$ cat src/rtl/dmem_access_sequencer.sv
// dmem_access_sequencer: splits core byte/half/word accesses into aligned valid/ready bus beats
module dmem_access_sequencer #(
    parameter int ADDR_WIDTH = 32
) (
    input  logic                  clk_i,
    input  logic                  rst_ni,
    input  logic                  req_valid_i,
    input  logic                  req_write_i,
    input  logic [ADDR_WIDTH-1:0] req_addr_i,
    input  logic [1:0]            req_size_i,
    input  logic                  req_signed_i,
    input  logic [31:0]           req_wdata_i,
    output logic                  stall_o,
    output logic                  done_o,
    output logic [31:0]           rsp_rdata_o,
    output logic                  bus_valid_o,
    input  logic                  bus_ready_i,
    output logic                  bus_write_o,
    output logic [ADDR_WIDTH-1:0] bus_addr_o,
    output logic [3:0]            bus_mask_o,
    output logic [31:0]           bus_wdata_o,
    input  logic [31:0]           bus_rdata_i
);
    typedef enum logic [1:0] {IDLE, FIRST, SECOND, DONE} state_e;
    state_e                state_q, state_d;
    logic                  write_q, write_d, signed_q, signed_d;
    logic [ADDR_WIDTH-1:0] addr_q, addr_d;
    logic [1:0]            size_q, size_d, off;
    logic [31:0]           wdata_q, wdata_d, buf_lo_q, buf_lo_d, buf_hi_q, buf_hi_d, rdata_w;
    logic [3:0]            bytes;
    logic [7:0]            mask_w;
    logic [63:0]           wdata_w;
    logic                  split;
    // Byte-lane geometry of the latched access across the two candidate words
    always_comb begin
        off     = addr_q[1:0];
        bytes   = size_q == 2'b00 ? 4'b0001 : size_q == 2'b01 ? 4'b0011 : 4'b1111;
        mask_w  = {4'b0000, bytes} << off;
        split   = |mask_w[7:4];
        wdata_w = {32'h0, wdata_q} << {off, 3'b000};
        rdata_w = 32'({buf_hi_q, buf_lo_q} >> {off, 3'b000});
    end
    // Next-state and request/read-buffer update logic
    always_comb begin
        state_d  = state_q;
        write_d  = write_q;
        addr_d   = addr_q;
        size_d   = size_q;
        signed_d = signed_q;
        wdata_d  = wdata_q;
        buf_lo_d = buf_lo_q;
        buf_hi_d = buf_hi_q;
        case (state_q)
            IDLE: if (req_valid_i) begin
                write_d  = req_write_i;
                addr_d   = req_addr_i;
                size_d   = req_size_i;
                signed_d = req_signed_i;
                wdata_d  = req_wdata_i;
                state_d  = FIRST;
            end
            FIRST: if (bus_ready_i) begin
                buf_lo_d = bus_rdata_i;
                state_d  = split ? SECOND : DONE;
            end
            SECOND: if (bus_ready_i) begin
                buf_hi_d = bus_rdata_i;
                state_d  = DONE;
            end
            default: state_d = IDLE;
        endcase
    end
    // State and latched request registers; reset abandons any access in flight
    always_ff @(posedge clk_i or negedge rst_ni) begin
        if (!rst_ni) begin
            state_q  <= IDLE;
            write_q  <= 1'b0;
            addr_q   <= '0;
            size_q   <= 2'b00;
            signed_q <= 1'b0;
            wdata_q  <= 32'h0;
            buf_lo_q <= 32'h0;
            buf_hi_q <= 32'h0;
        end else begin
            state_q  <= state_d;
            write_q  <= write_d;
            addr_q   <= addr_d;
            size_q   <= size_d;
            signed_q <= signed_d;
            wdata_q  <= wdata_d;
            buf_lo_q <= buf_lo_d;
            buf_hi_q <= buf_hi_d;
        end
    end
    // Bus beat, stall and load-result outputs decoded from the current state
    always_comb begin
        bus_valid_o = state_q == FIRST || state_q == SECOND;
        bus_write_o = bus_valid_o & write_q;
        bus_addr_o  = {addr_q[ADDR_WIDTH-1:2], 2'b00} + (state_q == SECOND ? ADDR_WIDTH'(4) : '0);
        bus_mask_o  = state_q == FIRST ? mask_w[3:0] : state_q == SECOND ? mask_w[7:4] : 4'b0000;
        bus_wdata_o = state_q == FIRST ? wdata_w[31:0] : state_q == SECOND ? wdata_w[63:32] : 32'h0;
        stall_o     = rst_ni & ((state_q == IDLE & req_valid_i) | bus_valid_o);
        done_o      = state_q == DONE;
        rsp_rdata_o = (!done_o || write_q) ? 32'h0 :
                      size_q == 2'b00 ? {{24{signed_q & rdata_w[7]}}, rdata_w[7:0]} :
                      size_q == 2'b01 ? {{16{signed_q & rdata_w[15]}}, rdata_w[15:0]} : rdata_w;
    end
endmodule

$ cat config.mk
export PLATFORM = sky130hd
export DESIGN_NAME = dmem_access_sequencer
export DESIGN_NICKNAME = d
export VERILOG_FILES = /design/src/rtl/dmem_access_sequencer.sv
export SDC_FILE = /design/constraint.sdc
export NUM_CORES = 1
export LEC_CHECK = 0
export CAP_MARGIN = 20
export CORE_MARGIN = 3
export CORE_UTILIZATION = 44
export CTS_CLUSTER_DIAMETER = 80
export DETAILED_ROUTE_END_ITERATION = 8
export PLACE_DENSITY_LB_ADDON = 0.08
export SYNTH_ARGS = -nofsm -noshare
export SYNTH_HDL_FRONTEND = slang
export SYNTH_SLANG_ARGS = --single-unit
$ cat constraint.sdc
create_clock -name clk_i -period 2.4 [get_ports clk_i]
set_input_delay 0.6 -clock clk_i [delete_from_list [all_inputs] [get_ports clk_i]]
set_output_delay 0.6 -clock clk_i [all_outputs]
set_load 0.005 [all_outputs]
* Word-level counts from Yosys, hierarchy flattened
Index checks and enable logic that the tools add are counted.
Cells by class: $add $sub $neg 1, $mul 0, divide/modulo/power cells 0, $lt $le $gt $ge 0, eq/ne operators 7, shift-type cells 3, muxes and demuxes 15, bitwise operators 6, reduce and logical (&&, ||, !) cells 10
Operators with widths (count):
- $mux W32 | 5
- $shl A32 B5 Y64 | 1
- $shr A64 B5 Y32 | 1
- $add A32 B3 Y32 | 1
- $mux W4 | 4
- $shl A4 B2 Y8 | 1
- $mux W2 | 3
- $ne A2 B2 Y1 const B | 3
- $pmux W2 S3 | 1
- $reduce_and A2 Y1 | 3
- $and A1 B1 Y1 | 5
- $eq A2 B1 Y1 const B | 2
- $eq A2 B2 Y1 const B | 2
- $logic_not A2 Y1 | 2
- $reduce_or A4 Y1 | 1
- $mux W3 | 1
- $reduce_and A3 Y1 | 1
- $logic_or A1 B1 Y1 | 2
- $logic_not A1 Y1 | 1
- $mux W1 | 1
- $or A1 B1 Y1 | 1
Storage, ports and cells: register bits after elaboration 134, bits in latches 0, bits in writable memories 0, ROM bits 0, bits of input ports 104, output and inout port bits 104, word-level logic and storage cells 50, memories 0

* Logic depth before layout (Yosys ltp)
Gate-level depths: netlist of the first run.
word-level depth 8, gate-level depth with buffers 8, mapped depth without buffers 8

* Least setup slack after synthesis of the first run
Ideal clock, no wire load.
path kind register to output, start point register state_q[0], end point output bus_addr_o[22], arrival 1.989 ns, data required time 1.800 ns, path slack -0.189 ns, stages on the path, launching flop included 9, path buffers 0, cell sequence dfrtp_1 -> inv_1 -> ha_1 -> ha_1 -> ha_1 -> nand4_1 -> nor3_1 -> nand4_1 -> xnor2_1
On the way: cells in the longest elaborated chain, start to end 3
Ends and longest elaborated chain:
- start: declaration | line 25 | state_e state_q, state_d;
- start signal: assignment | line 85 | state_q <= state_d;
- $eq A2 B2 Y1 | line 99 | bus_addr_o = {addr_q[ADDR_WIDTH-1:2], 2'b00} + (state_q == SECOND ? ADDR_WIDTH'(4) : '0);
- $mux W3 | line 99
- $add A32 B3 Y32 | line 99
- end: declaration | line 19 | output logic [ADDR_WIDTH-1:0] bus_addr_o,
Every way passes these cells.

* Final worst setup path of the first run
Same ends and word-level chain as after synthesis.

==> results of run 1 <==
-- final cells by class --
cell class	count	area, µm²
fill	1051	4020
clock inverter	13	210
tap	216	270
timing repair buffer	357	3160
inverter	9	38.8
multi-input combinational	436	4680
sequential	126	3160
clock buffer	19	453
-- repair_timing --
action	4_1_cts	5_1_grt
gates resized for setup	543	127
pin swaps	63	73
endpoints found under the setup margin	102	96
setup buffers	61	27
gates cloned	3	1
endpoints found under the hold margin	0	0
-- worst paths after layout --
kind	slack (ns)	to	from	cells past startpoint
max	-0.46	bus_addr_o[22]	state_q[0]	11
min	0.30	buf_hi_q[1]	rst_ni	2
max reg2reg	0.15	addr_q[10]	state_q[1]	9
min reg2reg	0.50	buf_hi_q[18]	buf_hi_q[18]	1
max in group asynchronous	1.56	addr_q[0]	rst_ni	2
min in group clk_i	0.50	buf_hi_q[18]	buf_hi_q[18]	1
-- state kept, by name, summed over array words and instances, names as in the netlist --
| name | cells |
|---|---|
| addr_q | 32 |
| buf_lo_q | 32 |
| wdata_q | 32 |
| buf_hi_q | 24 |
| size_q | 2 |
| state_q | 2 |
| signed_q | 1 |
| write_q | 1 |
-- cells by family (layout without fill, tap and decap cells) --
group           Yosys count  after routing
compound gates           60             60
xor+xnor                 28             28
fa+ha+maj                 7              7
buf+inv                  51            398
flops                   126            126
mux                     177            177
other cells               1              2
simple gates            161            162
-- cell usage in the layout, fill, tap and decap left out, drive strengths merged, types with 21 or more instances in the layout --
cell type and instances:
buf 244, dfrtp 126, mux2 121, clkdlybuf4s50 102
nand2 59, mux4 32, nor2 28, nand3 26
clkbuf 26, mux2i 24, xnor2 21
-- routing by layer --
| layer | wire [µm] | vias to the layer above | GRT usage | part of all wire |
|---|---|---|---|---|
| met5 | 0 | - | 0 | 0 |
| met4 | 457 | 0 | 0.0792 | 0.019 |
| met3 | 1590 | 40 | 0.0581 | 0.066 |
| met2 | 11800 | 254 | 0.424 | 0.50 |
| met1 | 9980 | 3270 | 0.343 | 0.42 |
| li1 | - | 2931 | - | - |
-- worst reg2reg max path: stages, from the launching register on --
cell     delay [ns]
dfrtp_1        0.42
buf_6          0.15
inv_4          0.05
buf_4          0.11
ha_4           0.12
and2_4         0.15
buf_4          0.11
buf_4          0.29
buf_12         0.31
mux2_2         0.43
-- per-stage QoR --
step / setup WS [ns] / cell area [µm²]
final: -0.461 / 12000
after global routing: -0.616 / 12000
after CTS: -0.474 / 11600
after detailed placement: -0.397 / 10000
after global placement: -0.375 / 10000
after floorplan: 0.0103 / 7310
-- power by group --
part	total, µW	switching [µW]	internal [µW]
clock	2920	1020	1900
sequential	4470	1230	3240
combinational	9760	4070	5690
total	17200	6320	10800
==> results.txt, run 1 <==
----------------------------------------------------
[Run status]
  Outcome ... complete, but fails checks
  Violations in the final reports ... negative setup slack

[STA]
  Final setup slack of the worst path ... -0.461 ns
  Number of hold-slack violations in the final timing report ... 0
  Final setup skew ... 0.00806 ns
  Final worst hold slack ... 0.300 ns
  Min Clock Period, post-route ... 2.86 ns
  Setup TNS ... -27.55 ns
  Number of pins exceeding their max-slew limit in the final report ... 0
  Fmax ... 349 MHz
  Final setup violating endpoints ... 91
  Worst slew slack as a fraction of its limit ... 0.538
  Transition time at the pin with the least slew margin ... 0.693 ns
  Setup repair after global routing missed its margin ... true
  Final cycle utilization of the critical path ... 1.19

[Synthesis]
  Average footprint of a synthesized cell ... 11.9 µm²
  Synthesized-area fraction occupied by adder cells ... 0.0121
  Async set or reset register ratio after synthesis ... 1.00
  Cell type with the largest total area after synthesis ... dfrtp_1
  Register bit total from synthesis ... between 100 and 150
  Post-synthesis sequential area ratio ... 0.434
  Cell count after synthesis ... ~610
  Ranking of synthesized cells by instance count ... 126 x dfrtp_1, 120 x mux2_2, 59 x nand2_1
  Post-synthesis compound-gate area fraction ... 0.0584
  Cells taking the most area after synthesis ... dfrtp_1 43%, mux2_2 19%, mux4_2 9.9%
  Total number of yosys warnings ... 0
  Commonest register cell after synthesis ... dfrtp_1
  Xor-xnor portion of the synthesized cell area ... 0.0337
  Most repeated cell in the gate-level netlist after synthesis ... dfrtp_1
  Synth cell types ... 40
  Combinational family with the most area after synthesis ... multiplexers
  Share of synthesized area spent on multiplexers ... 0.320
  Area of the mapped netlist ... slightly above 0.007 mm²
  Synth Area in Simple Gates ... 0.108
  Count of flip-flops with a built-in enable after synthesis ... 0
  Post-synth top area share ... 0.434

[Detailed routing]
  Via-to-Cell Ratio ... between 5 and 6
  Final WL ... 23900 µm
  Residual DRC count ... 0
  DR iter-0 viols ... 455
  Average wire length per cell after detail routing ... about 20 µm
  Number of routed nets with antenna violations ... 0
  Via Count ... 6495
  DR pass1 iterations ... 5

[Layout]
  Fraction of final layout cells with drive strength greater than 1 ... 0.578
  Synthesis-to-layout area growth ... 64.8%
  Final core utilization ... 0.749
  Number of antenna diodes ... 0
  Number of nets in the final layout ... approximately 1100
  Final instance count without filler cells ... approximately 1200

[Power and ir drop]
  Static leakage ... 0.00523 µW
  Power density over the cells ... about 1400 mW/mm²
  Power Total ... 17200 µW
  Maximum resistive drop on vdd ... 0.000763 V

[Global route]
  Via count of the first global-routing pass ... a little under 7000
  Global-route wire length before repair ... 36600 µm
  Total congestion overflow ... 0
  Largest net degree at the start of global routing ... around 130
  Antenna violations before repair ... 0
  Global routing usage summed across all routing layers ... 0.258

[Die]
  Core box area ... 0.0160 mm²
  Initial core utilization ... 0.454
  Floorplan die area ... roughly 0.018 mm²
  Die extent in x ... 135 µm
  Overall die height ... around 130 µm
  Total I/O pin count ... between 200 and 250
  Row cnt ... 46

[CTS]
  CTS tree ... yes
  Clock-pin transition on the worst setup and hold timing paths ... 0.06 ns
  Number of sinks on the clock net ... between 100 and 150
  Inserted Clock Buffers ... 17
  Post-cts hold buffer count ... 0
  Clk Latency, worst-skew pair ... 0.43 ns
  Maximum clock insertion buffer count ... 2
  Maximum level of the CTS H-tree ... 4
  Buffer type at the clock tree root ... clkbuf_16

[Worst setup path]
  Worst-path maximum fanout ... 3
  Longest individual stage delay on the worst path ... ~0.38 ns
  Most frequent CP cell ... ha_4
  Data required time at the worst endpoint ... ~1.8 ns
  Worst path buffer plus inverter count ... 4
  Category of the worst setup path capture point ... output port
  Critical Setup Path Class ... reg2out
  Library cell contributing the largest single delay on the critical path ... dfrtp_1
  Kind of launch point of the worst setup path ... flop
  Critical path, cell by cell ... inv_2, ha_4, ha_4, ha_4, nand4_1, nor3_2, buf_4, buf_6, nand4_1, xnor2_1, buf_2
  Top delay family on crit path ... buffers and inverters
  Endpoint arrival time on the critical path ... 2.26 ns

[Placement]
  GP Congestion ... 0.835
  Placed cell count ... 1066
  HPWL after detailed placement ... 15000 µm
  Count of buffers from port buffering ... 205

[Min path]
  Hold crit path type ... in2async

[Flow run]
  Max-cap violations ... 0

----------------------------------------------------
Power figures use the tool's default switching activity.
==> inputs of run 2 (changes only) <==
--- a/config.mk
+++ b/config.mk
@@ -5,6 +5,7 @@
 export SDC_FILE = /design/constraint.sdc
 export NUM_CORES = 1
 export LEC_CHECK = 0
+export ABC_AREA = 1
 export CAP_MARGIN = 20
 export CORE_MARGIN = 3
 export CORE_UTILIZATION = 44
==> results.txt, run 2 <==
----------------------------------------------------
[Run status]
  Outcome ... complete, but fails checks
  Violations in the final reports ... negative setup slack

[Detailed routing]
  DR iter-0 viols ... 908 (+100%)
  Routed length on met1 ... 12700 µm (+27%)
  Via-to-Cell Ratio ... 5.71 (+3.4%)
  Uppermost layer routed ... met4
  Metal2 WL ... 15500 µm (+31%)
  Average wire length per cell after detail routing ... 21.0 µm (+3.4%)
  Residual DRC count ... 0 (unchanged)
  DR pass1 iterations ... 6 (+1)
  Final WL ... 32500 µm (+36%)
  WL met3 ... 2870 µm (+81%)
  Via Count ... 8854 (+36%)
  Number of routed nets with antenna violations ... 0 (unchanged)

[STA]
  Final cycle utilization of the critical path ... 1.15 (-0.0439)
  Final setup slack of the worst path ... -0.356 ns (+0.105 ns)
  Final setup skew ... 0.00363 ns (-0.00443 ns)
  Setup repair after global routing missed its margin ... true
  Number of hold-slack violations in the final timing report ... 0 (unchanged)
  Final setup violating endpoints ... 95 (+4.4%)
  Fmax ... 363 MHz (+3.8%)
  Transition time at the pin with the least slew margin ... 0.728 ns (+0.0349 ns)
  Min Clock Period, post-route ... 2.76 ns (-0.105 ns)
  Number of pins exceeding their max-slew limit in the final report ... 0 (unchanged)
  Worst slew slack as a fraction of its limit ... 0.515 (-0.0232)

[Die]
  Total I/O pin count ... 208 (unchanged)
  Die extent in x ... 137 µm (+1.9%)
  Overall die height ... 137 µm (+1.9%)
  Initial core utilization ... 0.453 (-0.00153)
  Floorplan die area ... 0.0188 mm² (+3.8%)
  Core box area ... 0.0167 mm² (+4.4%)
  Row cnt ... 47 (+2.2%)

[CTS]
  Clk Latency, worst-skew pair ... 0.43 ns (about the same)
  Clock-pin transition on the worst setup and hold timing paths ... 0.06 ns (about the same)
  Number of sinks on the clock net ... 126 (unchanged)
  Post-cts hold buffer count ... 0 (unchanged)
  Maximum clock insertion buffer count ... 2 (unchanged)
  CTS tree ... yes
  Maximum level of the CTS H-tree ... 4 (unchanged)
  Buffer type at the clock tree root ... clkbuf_16
  Inserted Clock Buffers ... 17 (unchanged)

[Synthesis]
  Share of synthesized area spent on multiplexers ... 0.0564 (-0.264)
  Area of the mapped netlist ... 0.00756 mm² (+4.0%)
  Total number of yosys warnings ... 0 (unchanged)
  Async set or reset register ratio after synthesis ... 1.00 (unchanged)
  Post-synthesis compound-gate area fraction ... 0.170 (+0.112)
  Cells taking the most area after synthesis ... dfrtp_1 42%, nand2_1 12%, o21ai_0 8.3%
  Count of flip-flops with a built-in enable after synthesis ... 0 (unchanged)
  Post-synth top area share ... 0.417 (-0.0168)
  Ranking of synthesized cells by instance count ... 233 x nand2_1, 126 x dfrtp_1, 126 x o21ai_0
  Average footprint of a synthesized cell ... 7.61 µm² (-36%)
  Most repeated cell in the gate-level netlist after synthesis ... nand2_1
  Synth cell types ... 42 (+5.0%)
  Combinational family with the most area after synthesis ... simple AND/OR/NAND/NOR gates
  Cell type with the largest total area after synthesis ... dfrtp_1
  Xor-xnor portion of the synthesized cell area ... 0.0185 (-0.0152)
  Cell count after synthesis ... 993 (+63%)
  Register bit total from synthesis ... 126 (unchanged)
  Post-synthesis sequential area ratio ... 0.417 (-0.0168)
  Commonest register cell after synthesis ... dfrtp_1
  Synth Area in Simple Gates ... 0.238 (+0.131)
  Synthesized-area fraction occupied by adder cells ... 0.0116 (-0.000467)

[Layout]
  Most used cells in the layout excluding fill and tap cells ... 173 x nand2_1, 123 x dfrtp_1, 102 x clkdlybuf4s50_1
  Number of antenna diodes ... 0 (unchanged)
  Synthesis-to-layout area growth ... 73.1%
  Most common library cell in the layout ignoring fill and taps ... nand2_1
  Final core utilization ... 0.784 (+0.0353)
  Number of nets in the final layout ... 1429 (+35%)
  Largest registers ... addr_q: 32 flops, buf_lo_q: 32 flops, wdata_q: 32 flops
  Fillers ... 1085 (+3.2%)
  Fraction of final layout cells with drive strength greater than 1 ... 0.440 (-0.138)

[Global route]
  Via count of the first global-routing pass ... 8003 (+17%)
  Antenna violations before repair ... 0 (unchanged)
  Global routing usage summed across all routing layers ... 0.298 (+0.0401)
  Largest net degree at the start of global routing ... 127 (unchanged)
  Total congestion overflow ... 0 (unchanged)
  Global-route wire length before repair ... 43100 µm (+18%)

[Flow run]
  Max-cap violations ... 0 (unchanged)

[Worst setup path]
  Top delay family on crit path ... buffers and inverters
  Data required time at the worst endpoint ... 1.80 ns (about the same)
  Critical path, cell by cell ... clkinv_4, buf_8, buf_12, buf_12, buf_8, nand2_4, nand3_4, a21oi_4, nor2_4, buf_2
  Category of the worst setup path capture point ... output port
  Critical Setup Path Class ... reg2out
  Worst-path maximum fanout ... 6 (+3)
  Minimum setup slack among reg-to-reg paths ... 0.20 ns (+0.05 ns)
  Endpoint arrival time on the critical path ... 2.16 ns (-0.10 ns)
  Worst path buffer plus inverter count ... 6 (+2)
  Library cell contributing the largest single delay on the critical path ... dfrtp_2
  Kind of launch point of the worst setup path ... flop
  Longest individual stage delay on the worst path ... 0.49 ns (+0.11 ns)

[Power and ir drop]
  Static leakage ... 0.00608 µW (+16%)
  Power density over the cells ... 1440 mW/mm² (+0.87%)
  Maximum resistive drop on vdd ... 0.000734 V (-3.8%)
  Power Total ... 18900 µW (+10%)

[Min path]
  Hold crit path type ... in2async

[Placement]
  Count of buffers from port buffering ... 205 (unchanged)
  GP Congestion ... 0.906 (+8.5%)
  HPWL after detailed placement ... 17400 µm (+16%)

----------------------------------------------------
-- run 2: routing by layer --
metal / vias up / GRT usage
li1: 3926 / -
met1: 4274 / 0.400
met2: 518 / 0.477
met3: 136 / 0.0658
met4: 0 / 0.101
met5: - / 0
-- run 2: worst reg2reg max path: cells and delay by family (launching register included) --
kind / cells / cell delay, ns
buffers and inverters: 5 / 1.01
muxes: 1 / 0.41
and+or+nand+nor: 1 / 0.07
DFF: 1 / 0.42
adders and majority gates: 1 / 0.18
-- run 2: kinds of logic (layout without fill, tap and decap cells) --
kind of cell	after synthesis	after routing
simple gates	424	425
compound gates	242	242
buf+inv	139	474
flops	126	126
mux	38	38
xor+xnor	16	16
fa+ha+maj	7	7
other cells	1	2
-- run 2: timing repair --
| item | CTS | global route |
|---|---|---|
| cloned | 11 | 7 |
| resized for setup | 714 | 197 |
| setup endpoints to repair | 101 | 100 |
| setup buffers | 60 | 30 |
| pin swaps | 59 | 71 |
-- run 2: final cells by class --
type / count / area [µm²] / share of cell area
inverter: 83 / 360 / 0.0275
timing repair buffer: 359 / 3500 / 0.267
clock inverter: 13 / 165 / 0.0126
multi-input combinational: 730 / 5180 / 0.396
tap: 220 / 275 / 0.0210
sequential: 126 / 3160 / 0.241
timing repair inverter: 1 / 11.3 / 0.000860
clock buffer: 18 / 439 / 0.0335
-- run 2: path summary, 6_finish.rpt --
path / to / start / cells after the start
max in group asynchronous: wdata_q[5] / rst_ni / 2
min reg2reg: buf_lo_q[4] / buf_lo_q[4] / 2
max reg2reg: addr_q[17] / state_q[1] / 8
min in group clk_i: buf_lo_q[4] / buf_lo_q[4] / 2
max: rsp_rdata_o[8] / addr_q[0] / 10
min: buf_lo_q[21] / rst_ni / 2
-- run 2: report_power, final --
part           total [µW]  internal [µW]  switching, µW
registers            4240           3150           1090
clock network        2690           1660           1040
logic               12000           5420           6550
total               18900          10200           8680
-- run 2: stage by stage --
stage,setup WS (ns),cell area (µm²),TNS [ns],hold slack (ns),instances
final,-0.356,13100,-20.78,0.294,1550
after global routing,-0.440,13100,-27.05,0.399,1550
after CTS,-0.367,12200,-18.34,0.386,1530
after detailed placement,-0.358,10200,-13.39,0.474,1431
after global placement,-0.286,10200,-11.24,0.468,1431
after floorplan,0.0249,7560,0,0.304,994
